--- config.mk ---
export PLATFORM = sky130hd
export DESIGN_NAME = multicycle_control
export DESIGN_NICKNAME = d
export VERILOG_FILES = /design/src/rtl/multicycle_control.sv
export SDC_FILE = /design/constraint.sdc
export NUM_CORES = 1
export LEC_CHECK = 0
export CAP_MARGIN = 20
export CORE_MARGIN = 2
export CORE_UTILIZATION = 44
export CTS_CLUSTER_DIAMETER = 30
export DETAILED_ROUTE_END_ITERATION = 8
export GPL_TIMING_DRIVEN = 0
export PLACE_DENSITY = 0.8
export SYNTH_ARGS = -nofsm -noshare
export SYNTH_HDL_FRONTEND = slang
export SYNTH_SLANG_ARGS = --single-unit
export TNS_END_PERCENT = 100
--- constraint.sdc ---
create_clock -name clk -period 2.2 [get_ports clk]
set_clock_uncertainty 0.05 [all_clocks]
set_input_delay 0.22 -clock clk [delete_from_list [all_inputs] [get_ports clk]]
set_output_delay 0.22 -clock clk [all_outputs]
set_load 0.02 [all_outputs]
--- src/rtl/multicycle_control.sv ---
// Multicycle MIPS main control FSM; Moore decode of state, irwrite/pcwrite gated by mem_ready in FETCH.
// Latency 3-5 cycles per instruction; stalls in FETCH/MEMREAD/MEMWRITE while mem_ready is low.
module multicycle_control #(
    parameter int RETIRE_CNT_W = 16
) (
    input  logic                    clk,
    input  logic                    rst,
    input  logic [5:0]              opcode,
    input  logic                    mem_ready,
    output logic                    pcwrite,
    output logic                    pcwritecond,
    output logic                    iord,
    output logic                    memread,
    output logic                    memwrite,
    output logic                    memtoreg,
    output logic                    irwrite,
    output logic                    regdst,
    output logic                    regwrite,
    output logic                    alusrca,
    output logic [1:0]              alusrcb,
    output logic [1:0]              aluop,
    output logic [1:0]              pcsource,
    output logic                    illegal_op,
    output logic                    instr_retired,
    output logic [RETIRE_CNT_W-1:0] retired_count,
    output logic [3:0]              state
);

    localparam logic [3:0] FETCH    = 4'd0;
    localparam logic [3:0] DECODE   = 4'd1;
    localparam logic [3:0] MEMADDR  = 4'd2;
    localparam logic [3:0] MEMREAD  = 4'd3;
    localparam logic [3:0] MEMWB    = 4'd4;
    localparam logic [3:0] MEMWRITE = 4'd5;
    localparam logic [3:0] EXECUTE  = 4'd6;
    localparam logic [3:0] RTYPE_WB = 4'd7;
    localparam logic [3:0] BRANCH   = 4'd8;
    localparam logic [3:0] JUMP     = 4'd9;

    localparam logic [5:0] OP_RTYPE = 6'b000000;
    localparam logic [5:0] OP_LW    = 6'b100011;
    localparam logic [5:0] OP_SW    = 6'b101011;
    localparam logic [5:0] OP_BEQ   = 6'b000100;
    localparam logic [5:0] OP_J     = 6'b000010;

    logic [3:0] next_state;
    logic       illegal_nxt;
    logic       retire_nxt;

    always_comb begin
        next_state  = FETCH;
        illegal_nxt = 1'b0;
        retire_nxt  = 1'b0;
        case (state)
            FETCH:    next_state = mem_ready ? DECODE : FETCH;
            DECODE: begin
                case (opcode)
                    OP_LW, OP_SW: next_state = MEMADDR;
                    OP_RTYPE:     next_state = EXECUTE;
                    OP_BEQ:       next_state = BRANCH;
                    OP_J:         next_state = JUMP;
                    default: begin
                        next_state  = FETCH;
                        illegal_nxt = 1'b1;
                    end
                endcase
            end
            // Only lw/sw reach MEMADDR, so anything that is not sw is treated as lw.
            MEMADDR:  next_state = (opcode == OP_SW) ? MEMWRITE : MEMREAD;
            MEMREAD:  next_state = mem_ready ? MEMWB : MEMREAD;
            MEMWB:    retire_nxt = 1'b1;
            MEMWRITE: begin
                next_state = mem_ready ? FETCH : MEMWRITE;
                retire_nxt = mem_ready;
            end
            EXECUTE:  next_state = RTYPE_WB;
            RTYPE_WB: retire_nxt = 1'b1;
            BRANCH:   retire_nxt = 1'b1;
            JUMP:     retire_nxt = 1'b1;
            default:  next_state = FETCH;
        endcase
    end

    always_comb begin
        pcwrite     = 1'b0;
        pcwritecond = 1'b0;
        iord        = 1'b0;
        memread     = 1'b0;
        memwrite    = 1'b0;
        memtoreg    = 1'b0;
        irwrite     = 1'b0;
        regdst      = 1'b0;
        regwrite    = 1'b0;
        alusrca     = 1'b0;
        alusrcb     = 2'b00;
        aluop       = 2'b00;
        pcsource    = 2'b00;
        case (state)
            FETCH: begin
                memread = 1'b1;
                alusrcb = 2'b01;
                irwrite = mem_ready;
                pcwrite = mem_ready;
            end
            DECODE:   alusrcb = 2'b11;
            MEMADDR: begin
                alusrca = 1'b1;
                alusrcb = 2'b10;
            end
            MEMREAD: begin
                memread = 1'b1;
                iord    = 1'b1;
            end
            MEMWB: begin
                regwrite = 1'b1;
                memtoreg = 1'b1;
            end
            MEMWRITE: begin
                iord     = 1'b1;
                memwrite = 1'b1;
            end
            EXECUTE: begin
                alusrca = 1'b1;
                aluop   = 2'b10;
            end
            RTYPE_WB: begin
                regwrite = 1'b1;
                regdst   = 1'b1;
            end
            BRANCH: begin
                alusrca     = 1'b1;
                aluop       = 2'b01;
                pcwritecond = 1'b1;
                pcsource    = 2'b01;
            end
            JUMP: begin
                pcwrite  = 1'b1;
                pcsource = 2'b10;
            end
            default: ;
        endcase
    end

    always_ff @(posedge clk) begin
        if (rst) begin
            state         <= FETCH;
            illegal_op    <= 1'b0;
            instr_retired <= 1'b0;
            retired_count <= '0;
        end else begin
            state         <= next_state;
            illegal_op    <= illegal_nxt;
            instr_retired <= retire_nxt;
            if (retire_nxt)
                retired_count <= retired_count + RETIRE_CNT_W'(1);
        end
    end

endmodule

==> flow_metrics.py, run 1 <==
metrics = {
    "outcome": {
        "run_status": "complete, no violations",
    },
    "power": {
        "power_frac_comb_pct": 13.7,
        "power_switching_share_pct": 24.90,
        "irDropWorstVdd_v": 0.0002813,
        "leakagePower_nw": 0.6817,
        "intPower_mw": 0.5091,
        "fin_total_pwr_mw": 0.6779,
        "clockPowerShare_pct": 26.6,
        "seqPwrFrac_pct": 59.7,
        "power_density_nw_per_um2": 373.1,
        "switching_power_mw": 0.1688,
    },
    "synth": {
        "synthArstFlopShare_pct": 0,
        "synthesis.yosys.warnings": 0,
        "netlist.top_cell.by_area": "dfxtp_1",
        "post_synth_edffs": 0,
        "synth-seq-area-share_pct": 34.78,
        "cell_types_with_the_largest_area_share_after_synthesis": "dfxtp_1 35%, a21oi_1 7.1%, or3_1 4.4%",
        "syn-instance-count": 163,
        "post_synth_num_cell_types": 40,
        "synth_ff_type": "dfxtp_1",
        "synth_fp_nets": 173,
        "mappedNetlistArea_sq_um": 1266,
        "yosysTopAreaCellShare_pct": 34.78,
        "ys_seq_elements": 22,
        "post_synthesis_area_per_instance_sq_um": 7.768,
    },
    "setup_path": {
        "critical_path_class": "flip-flop to primary output",
        "crit_path_start": "state[2]",
        "r2r_slack_ns": 0.21,
        "kind_of_start_point_of_the_critical_path": "flip-flop",
        "regToRegEndpoint": "retired_count[10]",
        "critPathCapture": "irwrite",
        "reg2reg_from": "state[3]",
        "worst_ep_required_time_ns": 1.93,
        "rr_worst_depth": 7,
        "critical_path.max_fanout": 10,
        "worst_setup_path_end_kind": "primary output",
        "critical_path_arrival_ns": 1.85,
    },
    "die": {
        "core.rowCount": 19,
        "die_area_sq_um": 3323,
        "start_util_pct": 46.32,
        "io-pin-count": 47,
        "core_area_sq_um": 2734,
        "die_w_um": 57.65,
        "die_y_um": 57.65,
    },
    "cells_and_area": {
        "drive_above_1_share_pct": 9.434,
        "final_cell_mix": "37 x clkdlybuf4s50_1, 19 x dfxtp_1, 18 x a21oi_1",
        "fin_nets": 224,
        "fillers": 247,
        "antennaDiodeCount": 0,
        "area_growth_syn_to_layout_pct": 43.48,
        "final_cells": 243,
        "mostFrequentLayoutCell": "clkdlybuf4s50_1",
    },
    "cts": {
        "cts_tree": "done",
        "post_cts_resized": 13,
        "insertion_delay_ns": 0.30,
        "h_tree_depth": 1,
        "holdBufCountCts": 0,
        "cts_buffer_depth": 2,
        "clock-root-buffer": "clkbuf_4",
        "cts_buffer_count": 3,
        "post_cts_buffers": 0,
        "clkSinkCount": 22,
        "clk_transition_reported_paths_ns": 0.12,
    },
    "min_path": {
        "timing.hold.worst.class": "flip-flop to flip-flop",
        "hold_path.startpoint": "retired_count[15]",
    },
    "grt": {
        "grt_pass1_vias": 1295,
        "grt_total_ovfl": 0,
        "first_pass_grt_wire_length_um": 5609,
        "global_route.usage.total_pct": 21.21,
        "largest_net_degree_at_the_start_of_global_routing": 12,
        "antenna_found_initial": 0,
    },
    "timing": {
        "fmax_ghz": 0.4712,
        "period_share_pct": 96.46,
        "fin_ws_ns": 0.07784,
        "grt_setup_unrepaired": "false",
        "tightest_slew_ns": 0.4548,
        "timing.final.max_slew_violations": 0,
        "final-hold-violation-count": 0,
        "finalSetupViolations": 0,
        "final_period_minus_worst_setup_slack_ns": 2.122,
        "relSlewSlack_pct": 69.68,
    },
    "detailed_routing": {
        "met2_length_um": 1777,
        "drt-total-wl_um": 3432,
        "met3_length_um": 97,
        "drt_initial_violations": 49,
        "detailedRoute.firstPassIterationCount": 4,
        "drt-vias-per-instance": 5.770,
        "met1_length_um": 1529,
        "vias": 1402,
        "drtAntennaViolNets": 0,
        "drt-wirelength-per-cell_um": 14.12,
        "routed.top_layer": "met4",
        "detail_route.drc_violations": 0,
    },
    "placement": {
        "dp_worst_setup_slack_ns": -0.06993,
        "detailedPlacementHpwl_um": 2583,
        "place.port_buffers": 46,
        "placed_cells": 240,
        "globalplace.congestion": 0.7918,
    },
    "job": {
        "timing.max_cap.violations": 0,
    },
}
==> power by group through the flow <==
stage	Combinational, mW	Sequential (mW)	Clock (mW)
after floorplan	0.0423	0.416	0
after global placement	0.0885	0.413	0
after detailed placement	0.0911	0.413	0
after CTS	0.0917	0.404	0.187
after global routing	0.100	0.406	0.198
final	0.0927	0.405	0.180
==> cell type report <==
type / instances / area, sq um / share of cell area, %
Timing Repair Buffer: 46 / 464.2 / 25.55
Buffer: 10 / 62.56 / 3.444
Multi-Input combinational cell: 127 / 769.5 / 42.36
Sequential cell: 22 / 444.2 / 24.45
Clock buffer: 3 / 22.52 / 1.240
Inverter: 4 / 15.01 / 0.8264
Tap cell: 31 / 38.79 / 2.135
==> sequential cells by signal, indices dropped and copies added, names as in the netlist <==
name,cells
illegal_op,1
instr_retired,1
retired_count,16
state,4
==> synth_stat cells (all sizes together) (2+ instances only) <==
cell type / instances
inv: 4
nand4: 4
a211o: 2
and2: 3
or3: 9
o31ai: 6
or2: 2
buf: 4
nor2: 12
nand2: 9
a21oi: 18
o21ai: 9
nor3b: 2
nand2b: 7
and3: 2
dfxtp: 22
nor3: 11
nand3: 5
and4: 2
xnor2: 2
or4: 6
clkbuf: 6
==> worst max-delay path, stage by stage, from the launching register on <==
cell and delay [ns]:
dfxtp_2 0.37, clkbuf_4 0.18, nor2_1 0.13, nand2_1 0.08
nor3_2 0.15, clkdlybuf4s50_1 0.64
==> through the flow <==
| stage | instance area (sq um) | hold slack (ns) | setup TNS, ns | util, % |
|---|---|---|---|---|
| 5_1_grt | 1817 | 0.4821 | 0 | 66.45 |
| 6_report | 1817 | 0.4557 | 0 | 66.45 |
| 3_3_place_gp | 1765 | 0.4193 | -0.01220 | 64.58 |
| 4_1_cts | 1794 | 0.4564 | -0.05255 | 65.63 |
| 3_5_place_dp | 1765 | 0.4327 | -0.1601 | 64.58 |
| 2_1_floorplan | 1266 | 0.3092 | 0 | - |
==> worst min-delay path by stage <==
stage | endpoint | slack, ns | cells after the start
floorplan | state[0] | 0.31 | 2
global placement | retired_count[11] | 0.42 | 2
detailed placement | retired_count[15] | 0.43 | 2
CTS | retired_count[15] | 0.46 | 2
global route | retired_count[11] | 0.48 | 2
finish | retired_count[15] | 0.46 | 2
==> cell families after synthesis <==
logic type,count (synthesis),share of synthesized area (%)
and+or+nand+nor,80,35.77
AOI/OAI and AO/OA,41,19.27
DFF,22,34.78
buffers and inverters,14,5.434
xor gates and xnor gates,3,2.075
muxes,2,1.680
adders and majority gates,1,0.9880
==> layer usage <==
layer  track usage (%)  vias up
li1                  -      698
met1             27.11      668
met2             35.88       34
met3             3.125        2
met4             8.638        0
met5                 0        -
Power figures use the tool's default switching activity.
==> run 2: changes to the inputs <==
--- a/config.mk
+++ b/config.mk
@@ -7,11 +7,12 @@
 export LEC_CHECK = 0
 export CAP_MARGIN = 20
 export CORE_MARGIN = 2
-export CORE_UTILIZATION = 44
+export CORE_UTILIZATION = 43
 export CTS_CLUSTER_DIAMETER = 30
 export DETAILED_ROUTE_END_ITERATION = 8
 export GPL_TIMING_DRIVEN = 0
-export PLACE_DENSITY = 0.8
+export PLACE_DENSITY = 0.78
+export REMOVE_ABC_BUFFERS = 1
 export SYNTH_ARGS = -nofsm -noshare
 export SYNTH_HDL_FRONTEND = slang
 export SYNTH_SLANG_ARGS = --single-unit
==> flow_metrics.py, run 2 (synthesis results as in run 1) <==
metrics = {
    "power": {
        "fin_total_pwr_mw": 0.8029,
        "intPower_mw": 0.6227,
        "power_density_nw_per_um2": 449.1,
        "power_switching_share_pct": 22.45,
        "power_frac_comb_pct": 10.5,
        "seqPwrFrac_pct": 50.3,
        "leakagePower_nw": 0.6029,
        "clockPowerShare_pct": 39.1,
        "switching_power_mw": 0.1802,
        "irDropWorstVdd_v": 0.0005246,
    },
    "job": {
        "timing.max_cap.violations": 0,
    },
    "cts": {
        "cts_buffer_count": 3,
        "clk_transition_reported_paths_ns": 0.13,
        "post_cts_buffers": 0,
        "insertion_delay_ns": 0.32,
        "clkSinkCount": 22,
        "cts_buffer_depth": 2,
        "cts_tree": "done",
        "holdBufCountCts": 0,
        "h_tree_depth": 1,
        "clock-root-buffer": "clkbuf_4",
    },
    "cells_and_area": {
        "area_growth_syn_to_layout_pct": 41.21,
        "fin_nets": 214,
        "largest_registers_ranked_by_flip_flop_count": "retired_count (16), state (4)",
        "drive_above_1_share_pct": 6.897,
        "mostFrequentLayoutCell": "clkdlybuf4s50_1",
        "design_area_sq_um": 1788,
        "antennaDiodeCount": 0,
        "fillers": 261,
        "final_cell_mix": "43 x clkdlybuf4s50_1, 18 x a21oi_1, 18 x dfxtp_1",
        "largest_register_ff_count": 16,
        "regMostFlops": "retired_count",
    },
    "setup_path": {
        "critical_path.max_fanout": 16,
        "worst_ep_required_time_ns": 1.93,
        "timing.critical_path.max_delay_family": "buffers and inverters",
        "kind_of_start_point_of_the_critical_path": "flip-flop",
        "worst-path-buf-inv": 1,
        "slowest_cell_delay_on_critical_path_ns": 0.64,
        "timing.critical_path.cells": "nand2b_1 > a211oi_1 > clkdlybuf4s50_1",
        "worst_setup_path_end_kind": "primary output",
        "critical_path_class": "flip-flop to primary output",
        "critical_path_arrival_ns": 1.79,
        "crit_path_top_delay_cell": "clkdlybuf4s50_1",
    },
    "placement": {
        "place.port_buffers": 46,
        "place_area_sq_um": 1712,
        "detailedPlacementHpwl_um": 2405,
        "globalplace.congestion": 0.7689,
    },
    "timing": {
        "whs_ns": 0.4401,
        "period_share_pct": 93.48,
        "finalSetupViolations": 0,
        "timing.final.max_slew_violations": 0,
        "final-hold-violation-count": 0,
        "fmax_ghz": 0.4863,
        "relSlewSlack_pct": 47.47,
        "tightest_slew_ns": 0.7855,
        "final_period_minus_worst_setup_slack_ns": 2.057,
        "setup-tns-final_ns": 0,
        "grt_setup_unrepaired": "false",
    },
    "grt": {
        "antenna_found_initial": 0,
        "largest_net_degree_at_the_start_of_global_routing": 31,
        "grt_pass1_vias": 1198,
        "first_pass_grt_wire_length_um": 5175,
        "global_route.usage.total_pct": 18.95,
        "grt_total_ovfl": 0,
    },
    "die": {
        "start_util_pct": 45.52,
        "core.rowCount": 19,
        "die_area_sq_um": 3395,
        "die_y_um": 58.27,
        "io-pin-count": 47,
        "die_w_um": 58.27,
        "core_area_sq_um": 2781,
    },
    "detailed_routing": {
        "detailedRoute.firstPassIterationCount": 4,
        "detail_route.drc_violations": 0,
        "vias": 1356,
        "drt_initial_violations": 32,
        "drt-wirelength-per-cell_um": 13.78,
        "drtAntennaViolNets": 0,
        "drt-vias-per-instance": 5.795,
        "drt-total-wl_um": 3225,
    },
    "min_path": {
        "timing.hold.worst.class": "flip-flop to flip-flop",
    },
    "outcome": {
        "run_status": "complete, no violations",
    },
}
==> run 2: changes by cell type in the layout (fill, tap and decap cells not counted), moves of 2 or more <==
cell and change:
clkbuf_4 -2, dfxtp_2 -3, dlygate4sd2_1 -4, clkbuf_1 -3, buf_4 -2, dlymetal6s2s_1 -2, clkdlybuf4s50_1 +6, dfxtp_4 +4
==> run 2: timing repair <==
item | CTS | global route
endpoints found under the hold margin | 0 | 0
setup endpoints to repair | 15 | 3
gates resized for setup | 7 | 5
pin swaps | 0 | 0
==> run 2: worst min-delay path, cell delays in order (launching register included) <==
cell and delay [ns]:
dfxtp_1 0.34, o31ai_1 0.06, a21oi_1 0.06
==> run 2: stage by stage <==
stage          std cells  util (%)  setup WS [ns]
6_report             234     64.28         0.1435
4_1_cts              234     63.74      0.0006675
5_1_grt              234     64.28        0.04786
2_1_floorplan        153         -         0.1222
3_3_place_gp         230     61.54        0.01312
3_5_place_dp         230     61.54       -0.04294
==> run 2: power by group through the flow <==
| stage | sequential (mW) | clock [mW] | combinational [mW] |
|---|---|---|---|
| 2_1_floorplan | 0.418 | 0 | 0.0341 |
| 3_3_place_gp | 0.416 | 0 | 0.0829 |
| 3_5_place_dp | 0.416 | 0 | 0.0849 |
| 4_1_cts | 0.406 | 0.323 | 0.0852 |
| 5_1_grt | 0.405 | 0.333 | 0.0903 |
| 6_report | 0.404 | 0.314 | 0.0847 |
==> run 2: layout make-up <==
class / count / area [sq um] / share of cell area, %
clock buffers: 3 / 22.52 / 1.260
clock inverters: 1 / 30.03 / 1.680
inverters: 4 / 15.01 / 0.8398
multi-input cells: 127 / 762.0 / 42.62
flip-flops and latches: 22 / 455.4 / 25.47
well taps: 31 / 38.79 / 2.169
repair buffers: 46 / 464.2 / 25.96
==> run 2: layer usage <==
layer	vias to the layer above	global-route usage (%)	part of all wire, %
li1	684	-	-
met1	641	24.01	44
met2	29	33.39	52
met3	2	4.018	3.5
met4	0	2.990	0.34
met5	-	0	0
==> run 2: path summary, 6_finish.rpt <==
| path | start | end | slack (ns) | cells past startpoint |
|---|---|---|---|---|
| max | state[2] | iord | 0.14 | 3 |
| min | retired_count[15] | retired_count[15] | 0.44 | 2 |
| max reg2reg | state[3] | retired_count[14] | 0.17 | 4 |
| min reg2reg | retired_count[15] | retired_count[15] | 0.44 | 2 |
